## src/rtl/router_pkg.sv

```systemverilog
// Shared router definitions: controller state encoding, port addresses and a
// helper that picks the per-port flag addressed by a 2-bit port number.
package router_pkg;

  typedef enum logic [2:0] {
    DECODE_ADDRESS     = 3'd0,
    LOAD_FIRST_DATA    = 3'd1,
    LOAD_DATA          = 3'd2,
    FIFO_FULL_STATE    = 3'd3,
    LOAD_AFTER_FULL    = 3'd4,
    LOAD_PARITY        = 3'd5,
    CHECK_PARITY_ERROR = 3'd6,
    WAIT_TILL_EMPTY    = 3'd7
  } router_state_e;

  localparam logic [1:0] PORT0        = 2'd0;
  localparam logic [1:0] PORT1        = 2'd1;
  localparam logic [1:0] PORT2        = 2'd2;
  localparam logic [1:0] ADDR_INVALID = 2'd3;

  // The invalid address has no FIFO behind it, so its flag always reads low.
  function automatic logic port_flag(input logic [2:0] flags, input logic [1:0] port);
    logic sel;
    case (port)
      PORT0:   sel = flags[0];
      PORT1:   sel = flags[1];
      PORT2:   sel = flags[2];
      default: sel = 1'b0;
    endcase
    return sel;
  endfunction

endpackage

```

## src/rtl/router_fsm_if.sv

```systemverilog
// Handshake bundle between the router controller and its neighbours
// (packet source, synchronizer, register block and output FIFOs).
interface router_fsm_if;

  logic       pkt_valid;
  logic [1:0] data_in;
  logic       fifo_full;
  logic       fifo_empty_0;
  logic       fifo_empty_1;
  logic       fifo_empty_2;
  logic       soft_reset_0;
  logic       soft_reset_1;
  logic       soft_reset_2;
  logic       parity_done;
  logic       low_pkt_valid;

  logic       detect_add;
  logic       lfd_state;
  logic       ld_state;
  logic       laf_state;
  logic       full_state;
  logic       write_enb_reg;
  logic       rst_int_reg;
  logic       busy;

  modport master (
    output pkt_valid, data_in, fifo_full,
    output fifo_empty_0, fifo_empty_1, fifo_empty_2,
    output soft_reset_0, soft_reset_1, soft_reset_2,
    output parity_done, low_pkt_valid,
    input  detect_add, lfd_state, ld_state, laf_state, full_state,
    input  write_enb_reg, rst_int_reg, busy
  );

  modport slave (
    input  pkt_valid, data_in, fifo_full,
    input  fifo_empty_0, fifo_empty_1, fifo_empty_2,
    input  soft_reset_0, soft_reset_1, soft_reset_2,
    input  parity_done, low_pkt_valid,
    output detect_add, lfd_state, ld_state, laf_state, full_state,
    output write_enb_reg, rst_int_reg, busy
  );

endinterface

```

## src/rtl/router_fsm.sv

```systemverilog
// Router packet controller: a Moore FSM that walks each packet from header
// decode through payload, FIFO-full stalls and parity, plus the latched port address.
module router_fsm
  import router_pkg::*;
(
  input  logic         clock,
  input  logic         reset,
  router_fsm_if.slave  bus
);

  router_state_e state_q, state_d;
  logic [1:0]    addr_q, addr_d;
  logic [2:0]    empty_vec;
  logic [2:0]    soft_vec;

  assign empty_vec = {bus.fifo_empty_2, bus.fifo_empty_1, bus.fifo_empty_0};
  assign soft_vec  = {bus.soft_reset_2, bus.soft_reset_1, bus.soft_reset_0};

  always_ff @(posedge clock or posedge reset) begin
    if (reset) begin
      state_q <= DECODE_ADDRESS;
      addr_q  <= PORT0;
    end else begin
      state_q <= state_d;
      addr_q  <= addr_d;
    end
  end

  always_comb begin
    addr_d  = addr_q;
    state_d = state_q;

    // The header address is captured even when invalid; only a valid one starts a packet.
    if (state_q == DECODE_ADDRESS && bus.pkt_valid) begin
      addr_d = bus.data_in;
    end

    case (state_q)
      DECODE_ADDRESS: begin
        if (bus.pkt_valid && bus.data_in != ADDR_INVALID) begin
          state_d = port_flag(empty_vec, bus.data_in) ? LOAD_FIRST_DATA : WAIT_TILL_EMPTY;
        end
      end
      WAIT_TILL_EMPTY: begin
        if (port_flag(empty_vec, addr_q)) begin
          state_d = LOAD_FIRST_DATA;
        end
      end
      LOAD_FIRST_DATA: state_d = LOAD_DATA;
      LOAD_DATA: begin
        if (bus.fifo_full) begin
          state_d = FIFO_FULL_STATE;
        end else if (!bus.pkt_valid) begin
          state_d = LOAD_PARITY;
        end
      end
      FIFO_FULL_STATE: begin
        if (!bus.fifo_full) begin
          state_d = LOAD_AFTER_FULL;
        end
      end
      LOAD_AFTER_FULL: begin
        if (bus.parity_done) begin
          state_d = DECODE_ADDRESS;
        end else if (bus.low_pkt_valid) begin
          state_d = LOAD_PARITY;
        end else begin
          state_d = LOAD_DATA;
        end
      end
      LOAD_PARITY: state_d = CHECK_PARITY_ERROR;
      CHECK_PARITY_ERROR: begin
        state_d = bus.fifo_full ? FIFO_FULL_STATE : DECODE_ADDRESS;
      end
      default: state_d = DECODE_ADDRESS;
    endcase

    // A read timeout on the port being written abandons the packet outright.
    if (port_flag(soft_vec, addr_q)) begin
      state_d = DECODE_ADDRESS;
    end
  end

  always_comb begin
    bus.detect_add    = (state_q == DECODE_ADDRESS);
    bus.lfd_state     = (state_q == LOAD_FIRST_DATA);
    bus.ld_state      = (state_q == LOAD_DATA);
    bus.laf_state     = (state_q == LOAD_AFTER_FULL);
    bus.full_state    = (state_q == FIFO_FULL_STATE);
    bus.rst_int_reg   = (state_q == CHECK_PARITY_ERROR);
    bus.write_enb_reg = (state_q == LOAD_DATA) || (state_q == LOAD_PARITY) ||
                        (state_q == LOAD_AFTER_FULL);
    bus.busy          = (state_q != DECODE_ADDRESS) && (state_q != LOAD_DATA);
  end

endmodule

```

## src/flat_wrapper.sv

```systemverilog
// flat-port wrapper written by rule: the top's interface ports become plain ports
module router_fsm_flat import router_pkg::*;
  (clock, reset, bus_pkt_valid, bus_data_in, bus_fifo_full, bus_fifo_empty_0, bus_fifo_empty_1, bus_fifo_empty_2, bus_soft_reset_0, bus_soft_reset_1, bus_soft_reset_2, bus_parity_done, bus_low_pkt_valid, bus_detect_add, bus_lfd_state, bus_ld_state, bus_laf_state, bus_full_state, bus_write_enb_reg, bus_rst_int_reg, bus_busy);
  router_fsm_if bus_i ();
  input  logic clock;
  input  logic reset;
  input wire logic [$bits(bus_i.pkt_valid)-1:0] bus_pkt_valid;
  input wire logic [$bits(bus_i.data_in)-1:0] bus_data_in;
  input wire logic [$bits(bus_i.fifo_full)-1:0] bus_fifo_full;
  input wire logic [$bits(bus_i.fifo_empty_0)-1:0] bus_fifo_empty_0;
  input wire logic [$bits(bus_i.fifo_empty_1)-1:0] bus_fifo_empty_1;
  input wire logic [$bits(bus_i.fifo_empty_2)-1:0] bus_fifo_empty_2;
  input wire logic [$bits(bus_i.soft_reset_0)-1:0] bus_soft_reset_0;
  input wire logic [$bits(bus_i.soft_reset_1)-1:0] bus_soft_reset_1;
  input wire logic [$bits(bus_i.soft_reset_2)-1:0] bus_soft_reset_2;
  input wire logic [$bits(bus_i.parity_done)-1:0] bus_parity_done;
  input wire logic [$bits(bus_i.low_pkt_valid)-1:0] bus_low_pkt_valid;
  output wire logic [$bits(bus_i.detect_add)-1:0] bus_detect_add;
  output wire logic [$bits(bus_i.lfd_state)-1:0] bus_lfd_state;
  output wire logic [$bits(bus_i.ld_state)-1:0] bus_ld_state;
  output wire logic [$bits(bus_i.laf_state)-1:0] bus_laf_state;
  output wire logic [$bits(bus_i.full_state)-1:0] bus_full_state;
  output wire logic [$bits(bus_i.write_enb_reg)-1:0] bus_write_enb_reg;
  output wire logic [$bits(bus_i.rst_int_reg)-1:0] bus_rst_int_reg;
  output wire logic [$bits(bus_i.busy)-1:0] bus_busy;
  assign bus_i.pkt_valid = bus_pkt_valid;
  assign bus_i.data_in = bus_data_in;
  assign bus_i.fifo_full = bus_fifo_full;
  assign bus_i.fifo_empty_0 = bus_fifo_empty_0;
  assign bus_i.fifo_empty_1 = bus_fifo_empty_1;
  assign bus_i.fifo_empty_2 = bus_fifo_empty_2;
  assign bus_i.soft_reset_0 = bus_soft_reset_0;
  assign bus_i.soft_reset_1 = bus_soft_reset_1;
  assign bus_i.soft_reset_2 = bus_soft_reset_2;
  assign bus_i.parity_done = bus_parity_done;
  assign bus_i.low_pkt_valid = bus_low_pkt_valid;
  assign bus_detect_add = bus_i.detect_add;
  assign bus_lfd_state = bus_i.lfd_state;
  assign bus_ld_state = bus_i.ld_state;
  assign bus_laf_state = bus_i.laf_state;
  assign bus_full_state = bus_i.full_state;
  assign bus_write_enb_reg = bus_i.write_enb_reg;
  assign bus_rst_int_reg = bus_i.rst_int_reg;
  assign bus_busy = bus_i.busy;
  router_fsm u_core (.clock(clock), .reset(reset), .bus(bus_i));
endmodule
```

## config.mk

```make
export PLATFORM = sky130hd
export DESIGN_NAME = router_fsm_flat
export DESIGN_NICKNAME = d
export VERILOG_FILES = /design/src/rtl/router_pkg.sv /design/src/rtl/router_fsm_if.sv /design/src/rtl/router_fsm.sv /design/src/flat_wrapper.sv
export SDC_FILE = /design/constraint.sdc
export NUM_CORES = 1
export LEC_CHECK = 0
export BUFFER_PORTS_ARGS = -buffer_cell sky130_fd_sc_hd__buf_4
export CAP_MARGIN = 20
export CORE_AREA = 2 2 39 41
export DETAILED_ROUTE_END_ITERATION = 10
export DIE_AREA = 0 0 41 43
export PLACE_DENSITY = 0.65
export SLEW_MARGIN = 20
export SYNTH_ARGS = -nofsm -noshare
export SYNTH_HDL_FRONTEND = slang
export SYNTH_SLANG_ARGS = --single-unit
```

## constraint.sdc

```tcl
create_clock -name clock -period 1.25 [get_ports clock]
set_input_delay 0.25 -clock clock [delete_from_list [all_inputs] [get_ports clock]]
set_output_delay 0.25 -clock clock [all_outputs]
set_load 0.02 [all_outputs]
```

==> results of run 1 <==
==> stage by stage <==
| stage | hold slack, ps | setup TNS [ps] |
|---|---|---|
| after floorplan | 28.5 | -331 |
| after global placement | 164 | -210 |
| after detailed placement | 168 | -303 |
| after CTS | 280 | -1770 |
| after global routing | 295 | -2400 |
| final | 287 | -1740 |
==> area by class of cell <==
cell class / instances / area [um^2]
Clock buffer: 3 / 22.5
Clock inverter: 1 / 5.00
Fill cell: 111 / 428
Inverter: 5 / 28.8
Multi-Input combinational cell: 46 / 374
Sequential cell: 5 / 128
Tap cell: 16 / 20.0
Timing Repair Buffer: 44 / 378
==> critical path: stages, from the launching register on <==
cell	delay [ps]
dfrtp_2	430
buf_6	150
inv_6	60
nand3_4	80
o21ai_1	80
buf_4	150
==> path summary, 6_finish.rpt <==
kind,endpoint,cells after the start,start
worst max-delay path,bus_write_enb_reg,5,u_core.state_q[0]
worst min-delay path,u_core.addr_q[0],2,bus_data_in[0]
worst max register to register,u_core.state_q[1],5,u_core.state_q[1]
worst min register to register,u_core.addr_q[1],3,u_core.addr_q[1]
max in group asynchronous,u_core.state_q[0],3,reset
min in group asynchronous,u_core.addr_q[1],3,reset
==> power by group through the flow <==
| stage | Sequential (uW) | Clock [uW] | Combinational, uW |
|---|---|---|---|
| final | 327 | 192 | 1770 |
| after CTS | 315 | 196 | 1690 |
| after floorplan | 303 | 0 | 686 |
| after global routing | 336 | 206 | 1880 |
| after global placement | 310 | 0 | 1230 |
| after detailed placement | 316 | 0 | 1240 |
==> synthesized netlist by cell type, types with 2 or more instances <==
cell      count  area, um^2
nor2b_1       2        12.5
nor3_1        2        10.0
o21ai_0       5        25.0
dfrtp_1       5         125
nor2_1        2        7.51
inv_1         5        18.8
nor3b_1       2        15.0
nand2_1       4        15.0
nor4_1        3        18.8
nand2b_1      3        18.8
mux2i_1       3        30.0
buf_2         2        10.0
a22oi_1       2        15.0
==> timing repair <==
| item | CTS | global route |
|---|---|---|
| pin swaps | 5 | 2 |
| hold buffers | 1 | 0 |
| gates resized for setup | 29 | 6 |
| setup endpoints to repair | 11 | 13 |
| setup buffers | 8 | 0 |
| hold endpoints to repair | 5 | 0 |
==> per-layer routing <==
metal  vias up  share of wire (%)  global-route usage [%]  routed length (um)
met5         -                  0                       0                   0
met4         0                4.3                    18.0                  75
met3        11                4.7                    2.09                  81
met2        30                 56                    39.7                 971
met1       304                 35                    21.6                 605
li1        307                  -                       -                   -
==> flip-flops by register name (all words and copies together) (netlist names) <==
signal	count
u_core.state_q	3
u_core.addr_q	2
==> cells by family (layout without fill, tap and decap cells) <==
logic type	Yosys count	in the layout	share of synthesized area (%)
buffers and inverters	8	53	7.88
AOI/OAI and AO/OA	15	15	21.2
muxes	4	4	8.97
DFF	5	5	27.2
and+or+nand+nor	27	27	34.8
==> metrics, run 1 <==
total power=2290 uW; DRT Wirelength=1730 um; root buf cell=clkbuf_4; Internal=1340 uW; die area=1760 um^2; Max Cap Viol=0; # setup viols final=11; net count reported at finish=119; period utilization=117%; Netlist Area Pre-Place=460 um^2; I/O Buffers=21; ys flop type=dfrtp_1; number of top-level pins=22; crit-path max FO=5; synthesis-stage register bit count=5; Layout area overhead=108%; Die X=41 um; Final ANT Viol Nets=0; Post-synth ARST share=100%; status=finished with violations; # clock sinks=5; vias in the first global route=640; Critical Path Start Type=flip-flop; most common cell after layout, fill and taps aside=buf_4; final instance area=956 um^2; CP endpoint kind=output port; net switching power=949 uW; vias per inst=5.43; Ys Warns=0; # rows=14; final setup margin=-216 ps; Final Slew Violations=0; dpl ws=-156 ps; total grt overflow=0; CTS tree=built; fraction of layout cells with a size suffix above 1=65.4%; flop2flop setup slack=-190 ps; Power Density=2390 nW/um^2; vias=652; pin count of the biggest net entering global routing=11; sequential power share=14.3%; Clock H-tree levels=1; Slew @ Worst Pin=252 ps; min-delay worst type=input port to flip-flop; final core occ=69.1%; syn_nets=73; Placer Congestion=0.764; Sw Ratio=41.5%; mean routed wirelength per cell=14.4 um; post-synth cell types=32; initial antenna violation count=0; highest clock rate=0.682 GHz; Clk pwr share=8.4%; initial core utilization=33.3%; worst vdd rail ir drop=1.13 mV; syn_area_per_cell=7.80 um^2; dpl hpwl=1060 um; failing checks=setup timing; max-slew headroom at the worst pin=82.7%; most frequent cells in the layout=buf_4, buf_6, nand2_1; clk_skew=5.79 ps; Longest Clk Path Bufs=2; clock latency on the worst-skew pair=250 ps; Worst EP arrival=1220 ps; Post-route DRC=0; Leak=0.000458 uW; Post-Layout Cell Count=120; Post-synth EDFFs=0; Syn Inst Count=59; core area=1380 um^2; die height=43 um; TritonCTS Buffers=3; Worst EP required=1000 ps; n_diodes=0; crit path kind=flip-flop to output port; placed cells=107; All-Layer GR Usage=22.6%; placed instance area=741 um^2; Logic pwr share=77.4%; final hold violation count=0; first-pass GRT wire length=2590 um; Final Critical Period=1470 ps; Pre-Repair DR Iteration Count=4; RSZ-0062 raised after global routing=yes; drt initial violations=23; Clock Pin Slew Worst Setup and Hold Paths=50 ps; Seq/Total Area, Yosys=27.2%
(Power assumes the default switching activity.)
==> run 2, diff against run 1 <==
--- a/config.mk
+++ b/config.mk
@@ -7,10 +7,9 @@
 export LEC_CHECK = 0
 export BUFFER_PORTS_ARGS = -buffer_cell sky130_fd_sc_hd__buf_4
 export CAP_MARGIN = 20
-export CORE_AREA = 2 2 39 41
+export CORE_MARGIN = 2
+export CORE_UTILIZATION = 25
 export DETAILED_ROUTE_END_ITERATION = 10
-export DIE_AREA = 0 0 41 43
-export PLACE_DENSITY = 0.65
 export SLEW_MARGIN = 20
 export SYNTH_ARGS = -nofsm -noshare
 export SYNTH_HDL_FRONTEND = slang
==> constraint.sdc (replaced) <==
create_clock -name clock -period 1.45 [get_ports clock]
set_input_delay 0.29 -clock clock [delete_from_list [all_inputs] [get_ports clock]]
set_output_delay 0.29 -clock clock [all_outputs]
set_load 0.02 [all_outputs]
==> run 2 against run 1 <==
Effect of this change: non-clock buffer count is 4 lower; clock skew is 1.3 ps lower; largest cell class is now multi-input combinational cells; first-iteration DRC count is 57% lower; the flow still finishes with violations (setup timing); highest routed layer is now met3; largest power group unchanged.
==> metrics, run 2 (synthesis results as in run 1) <==
max layer used=met3; sequential power share=15.9% (+1.6 points); fraction of layout cells with a size suffix above 1=59.0% (-6.4 points); net count reported at finish=115 (-3.4%); vias=594 (-8.9%); # rows=15 (+1); RSZ-0062 raised after global routing=yes; largest register by flop count=u_core.state_q; most frequent cells in the layout=buf_4, buf_6, nand2_1, o21ai_0; Largest regs=u_core.state_q (3), u_core.addr_q (2); n_diodes=0 (unchanged); # setup viols final=6 (-5); Cell Chain, Critical Path=buf_6 -> or2_2 -> buf_6; Final Critical Period=1550 ps; Clock H-tree levels=1 (unchanged); max-slew headroom at the worst pin=81.0% (-1.7 points); CP max stage delay=410 ps (-20 ps); period utilization=107%; CP max-delay cell=dfrtp_1; worst vdd rail ir drop=0.777 mV (-31%); Worst EP required=1160 ps (+160 ps); initial antenna violation count=0 (unchanged); Critical Path Start Type=flip-flop; vias in the first global route=506 (-21%); failing checks=setup timing; cell mode on critical path=buf_6; # clock sinks=5 (unchanged); Internal=1060 uW (-21%); Logic pwr share=75.1% (-2.3 points); drt initial violations=10 (-57%); crit-path max FO=3 (-2); placed instance area=689 um^2 (-6.9%); Slew @ Worst Pin=282 ps (+30.3 ps); Reg area=128 um^2 (unchanged); first-pass GRT wire length=1990 um (-23%); Worst EP arrival=1260 ps (+40 ps); Post-route DRC=0 (unchanged); final setup margin=-102 ps (+114 ps); Leak=0.000432 uW (-5.8%); Placer Congestion=0.805 (+5.4%); clk_skew=4.52 ps (-1.27 ps); fillers=170 (+53%); die height=46.9 um (+9.1%); pin count of the biggest net entering global routing=12 (+1); net switching power=758 uW (-20%); WL met3=91 um (+12%); Met2 Wirelength=864 um (-11%); min-delay worst type=input port to flip-flop; Sw Ratio=41.7% (+0.18 points); initial core utilization=26.7% (-6.6 points); mean routed wirelength per cell=12.5 um (-13%); CTS tree=built; vias per inst=4.75 (-13%); status=finished with violations; root buf cell=clkbuf_4; final hold violation count=0 (unchanged); CP endpoint kind=output port; Multi-input gate area=367 um^2 (-2.0%); Final Slew Violations=0 (unchanged); TritonCTS Buffers=3 (unchanged); DRT Wirelength=1560 um (-9.8%); Clock Pin Slew Worst Setup and Hold Paths=40 ps (about the same); Clk pwr share=9.1% (+0.7 points); I/O Buffers=21 (unchanged); final core occ=53.2% (-16 points); Longest Clk Path Bufs=2 (unchanged); Post-Layout Cell Count=125 (+4.2%); Max Cap Viol=0 (unchanged); Pre-Repair DR Iteration Count=4 (unchanged); M1 wire length=607 um (+0.33%); crit path kind=flip-flop to output port; core area=1730 um^2 (+25%); total power=1820 uW (-20%); most common cell after layout, fill and taps aside=buf_4; Layout area overhead=99.5%; Final ANT Viol Nets=0 (unchanged); placed cells=109 (+1.9%); highest clock rate=0.644 GHz; max FFs per register=3 (unchanged); clock latency on the worst-skew pair=250 ps (about the same); dpl hpwl=1050 um (-1.3%); Die X=46.9 um (+14%); Power Density=1980 nW/um^2 (-17%); die area=2200 um^2 (+25%); All-Layer GR Usage=12.8% (-9.8 points); number of top-level pins=22 (unchanged); final instance area=918 um^2 (-3.9%); total grt overflow=0 (unchanged)
run 2: power groups by stage:
stage	clock (uW)	combinational, uW	sequential (uW)
after floorplan	0	562	261
after global placement	0	896	287
after detailed placement	0	902	288
after CTS	172	1020	280
after global routing	178	1470	295
final	165	1370	288
run 2: timing repair:
item / 4_1_cts / 5_1_grt
gates resized for setup: 6 / 25
endpoints found under the setup margin: 7 / 10
pin swaps: 2 / 6
hold buffers: 1 / 0
endpoints found under the hold margin: 5 / 0
buffers inserted: 4 / 7
run 2: path summary, 6_finish.rpt:
path,start,end,slack [ps],depth (start not counted)
setup / recovery,u_core.state_q[2],bus_busy,-100,3
hold / removal,bus_data_in[0],u_core.addr_q[0],320,2
setup reg to reg,u_core.state_q[2],u_core.state_q[1],-20,5
hold reg to reg,u_core.addr_q[0],u_core.addr_q[0],580,1
max in group asynchronous,reset,u_core.state_q[0],760,3
min in group asynchronous,reset,u_core.state_q[1],500,3
run 2: layer usage:
layer / track usage (%) / up-vias
met1: 14.4 / 279
met3: 1.54 / 0
met2: 22.5 / 19
met5: 0 / -
met4: 8.33 / 0
li1: - / 296
run 2: per-stage QoR:
stage	setup slack [ps]	setup TNS (ps)	hold slack (ps)
after floorplan	44.0	0	68.5
after global placement	85.9	0	201
after detailed placement	45.4	0	208
after CTS	-113	-712	318
after global routing	-145	-828	331
final	-102	-325	325
run 2: cell type report:
type / instances / share of cell area [%]
clock buffer: 4 / 2.86
inverter: 5 / 2.86
multi-input combinational: 46 / 39.9
sequential: 5 / 13.9
tap: 25 / 3.41
timing repair buffer: 40 / 37.1
run 2: critical path: cells and delay by family, from the launching register on:
kind | cells | cell delay [ps]
flip-flops | 1 | 410
buffers and inverters | 2 | 280
AND/OR/NAND/NOR | 1 | 330
==> run 3, diff against run 2 <==
--- a/config.mk
+++ b/config.mk
@@ -7,6 +7,7 @@
 export LEC_CHECK = 0
 export BUFFER_PORTS_ARGS = -buffer_cell sky130_fd_sc_hd__buf_4
 export CAP_MARGIN = 20
+export CORE_ASPECT_RATIO = 1.4
 export CORE_MARGIN = 2
 export CORE_UTILIZATION = 25
 export DETAILED_ROUTE_END_ITERATION = 10
==> run 3 against run 2 <==
Effect of this change: the run still ends with setup timing left; highest routed layer is now met4; global-route usage grew 4.2 points; sequential share of layout area grew 0.88 points; cell area shrank 5.0%; non-clock buffer count shrank 3; combinational power shrank 6%; fmax grew 4.3%; register-to-register slack lost 20 ps.
==> metrics, run 3 (synthesis results as in run 1) <==
status=finished with violations; failing checks=setup timing; n_diodes=0 (unchanged); Setup crit start=u_core.addr_q[0]; CP max-delay cell=or4_1; clock latency on the worst-skew pair=240 ps (about the same); Post-Layout Cell Count=117 (-6.4%); vias=601 (+1.2%); Sw Ratio=42.4% (+0.77 points); Post-route DRC=0 (unchanged); M1 wire length=624 um (+2.8%); crit path kind=flip-flop to flip-flop; net switching power=748 uW (-1.3%); Power Density=2020 nW/um^2 (+2.1%); Clock Pin Slew Worst Setup and Hold Paths=40 ps (about the same); period utilization=103% (-4.4 points); TritonCTS Buffers=3 (unchanged); Layout area overhead=89.4%; Largest regs=u_core.state_q (3), u_core.addr_q (2); max layer used=met4; mean routed wirelength per cell=13.9 um (+11%); total grt overflow=0 (unchanged); number of top-level pins=22 (unchanged); placed cells=106 (-2.8%); vias in the first global route=581 (+15%); Critical path buffers and inverters=0 (-2); Largest delay share family, worst path=simple AND/OR/NAND/NOR gates; Worst EP required=1600 ps (+440 ps); die area=2210 um^2 (+0.23%); Pre-Repair DR Iteration Count=4 (unchanged); fraction of layout cells with a size suffix above 1=57.7% (-1.3 points); worst vdd rail ir drop=0.945 mV (+22%); CTS tree=built; Cell Chain, Critical Path=mux2i_1 -> o21ai_1 -> or4_1 -> a31oi_1; reg-to-reg startpoint=u_core.addr_q[0]; sequential power share=18.1% (+2.2 points); Max Cap Viol=0 (unchanged); drt initial violations=6 (-4); most frequent cells in the layout=buf_4, buf_6, nand2_1, o21ai_0; total power=1760 uW (-3.1%); Die X=40.3 um (-14%); max FFs per register=3 (unchanged); hold_sp=bus_data_in[0]; fillers=175 (+2.9%); RSZ-0062 raised after global routing=yes; Placer Congestion=0.841 (+4.4%); Final Critical Period=1490 ps (-63.7 ps); Leak=0.000409 uW (-5.2%); All-Layer GR Usage=17.0% (+4.2 points); Worst EP arrival=1640 ps (+380 ps); root buf cell=clkbuf_4; DRT Wirelength=1630 um (+4.2%); net count reported at finish=112 (-2.6%); # clock sinks=5 (unchanged); final core occ=49.6% (-3.5 points); largest register by flop count=u_core.state_q; Internal=1020 uW (-4.3%); pin count of the biggest net entering global routing=8 (-4); CP max stage delay=550 ps (+140 ps); CP endpoint kind=flip-flop; final hold violation count=0 (unchanged); dpl hpwl=1110 um (+5.7%); clk_skew=2.43 ps (-2.10 ps); final setup margin=-38.5 ps (+63.7 ps); first-pass GRT wire length=2480 um (+25%); Clk pwr share=8.9% (-0.2 points); Logic pwr share=73.0% (-2.1 points); min-delay worst type=input port to flip-flop; initial antenna violation count=0 (unchanged); setup_tns=-135 ps (+190 ps); Final ANT Viol Nets=0 (unchanged); vias per inst=5.14 (+8.1%); Met2 Wirelength=836 um (-3.2%); Clock H-tree levels=1 (unchanged); Final Slew Violations=0 (unchanged); WL met3=84 um (-7.7%); crit-path max FO=4 (+1); core area=1760 um^2 (+1.7%); highest clock rate=0.672 GHz (+4.3%); # rows=18 (+3); I/O Buffers=21 (unchanged); Critical Path Start Type=flip-flop; max-slew headroom at the worst pin=75.2% (-5.8 points); # setup viols final=5 (-1); most common cell after layout, fill and taps aside=buf_4; die height=54.8 um (+17%); initial core utilization=26.2% (-0.46 points); Slew @ Worst Pin=371 ps (+88.8 ps); Longest Clk Path Bufs=2 (unchanged)
-- run 3: worst paths after layout --
check	end	slack (ps)	cells past startpoint
min in group asynchronous	u_core.addr_q[0]	510	3
hold / removal	u_core.addr_q[0]	340	2
max in group asynchronous	u_core.state_q[0]	740	3
setup reg to reg	u_core.state_q[1]	-40	4
hold reg to reg	u_core.addr_q[1]	570	2
setup / recovery	u_core.state_q[1]	-40	4
-- run 3: per-stage QoR --
stage          worst slack, ps  instance area, um^2  hold slack [ps]
3_5_place_dp             -5.79                  698              209
6_report                 -38.5                  872              337
4_1_cts                  -30.0                  803              331
5_1_grt                   -141                  872              327
2_1_floorplan             44.0                  465             68.5
3_3_place_gp              58.6                  698              207
-- run 3: power by group through the flow --
stage,clock network (uW),logic (uW),registers [uW]
global route,190,1390,331
CTS,165,1090,303
floorplan,0,562,261
global placement,0,918,303
detailed placement,0,929,305
finish,157,1290,319
-- run 3: what timing repair did --
action	in CTS	in global routing
gates resized for setup	13	15
buffers inserted	4	2
pin swaps	4	3
endpoints found under the hold margin	5	0
cloned	0	0
endpoints found under the setup margin	9	11
hold buffers	1	0
-- run 3: area by class of cell --
cell class              count  area [um^2]  area share (%)
well taps                  20         25.0            2.87
clock buffers               4         26.3            3.01
flip-flops and latches      5          129            14.8
multi-input cells          46          362            41.5
inverters                   5         18.8            2.15
repair buffers             37          312            35.7
-- run 3: per-layer routing --
layer  vias up  global-route usage (%)
met5         -                       0
met4         0                    13.3
met3        10                    2.85
met2        25                    28.5
met1       271                    17.9
li1        295                       -
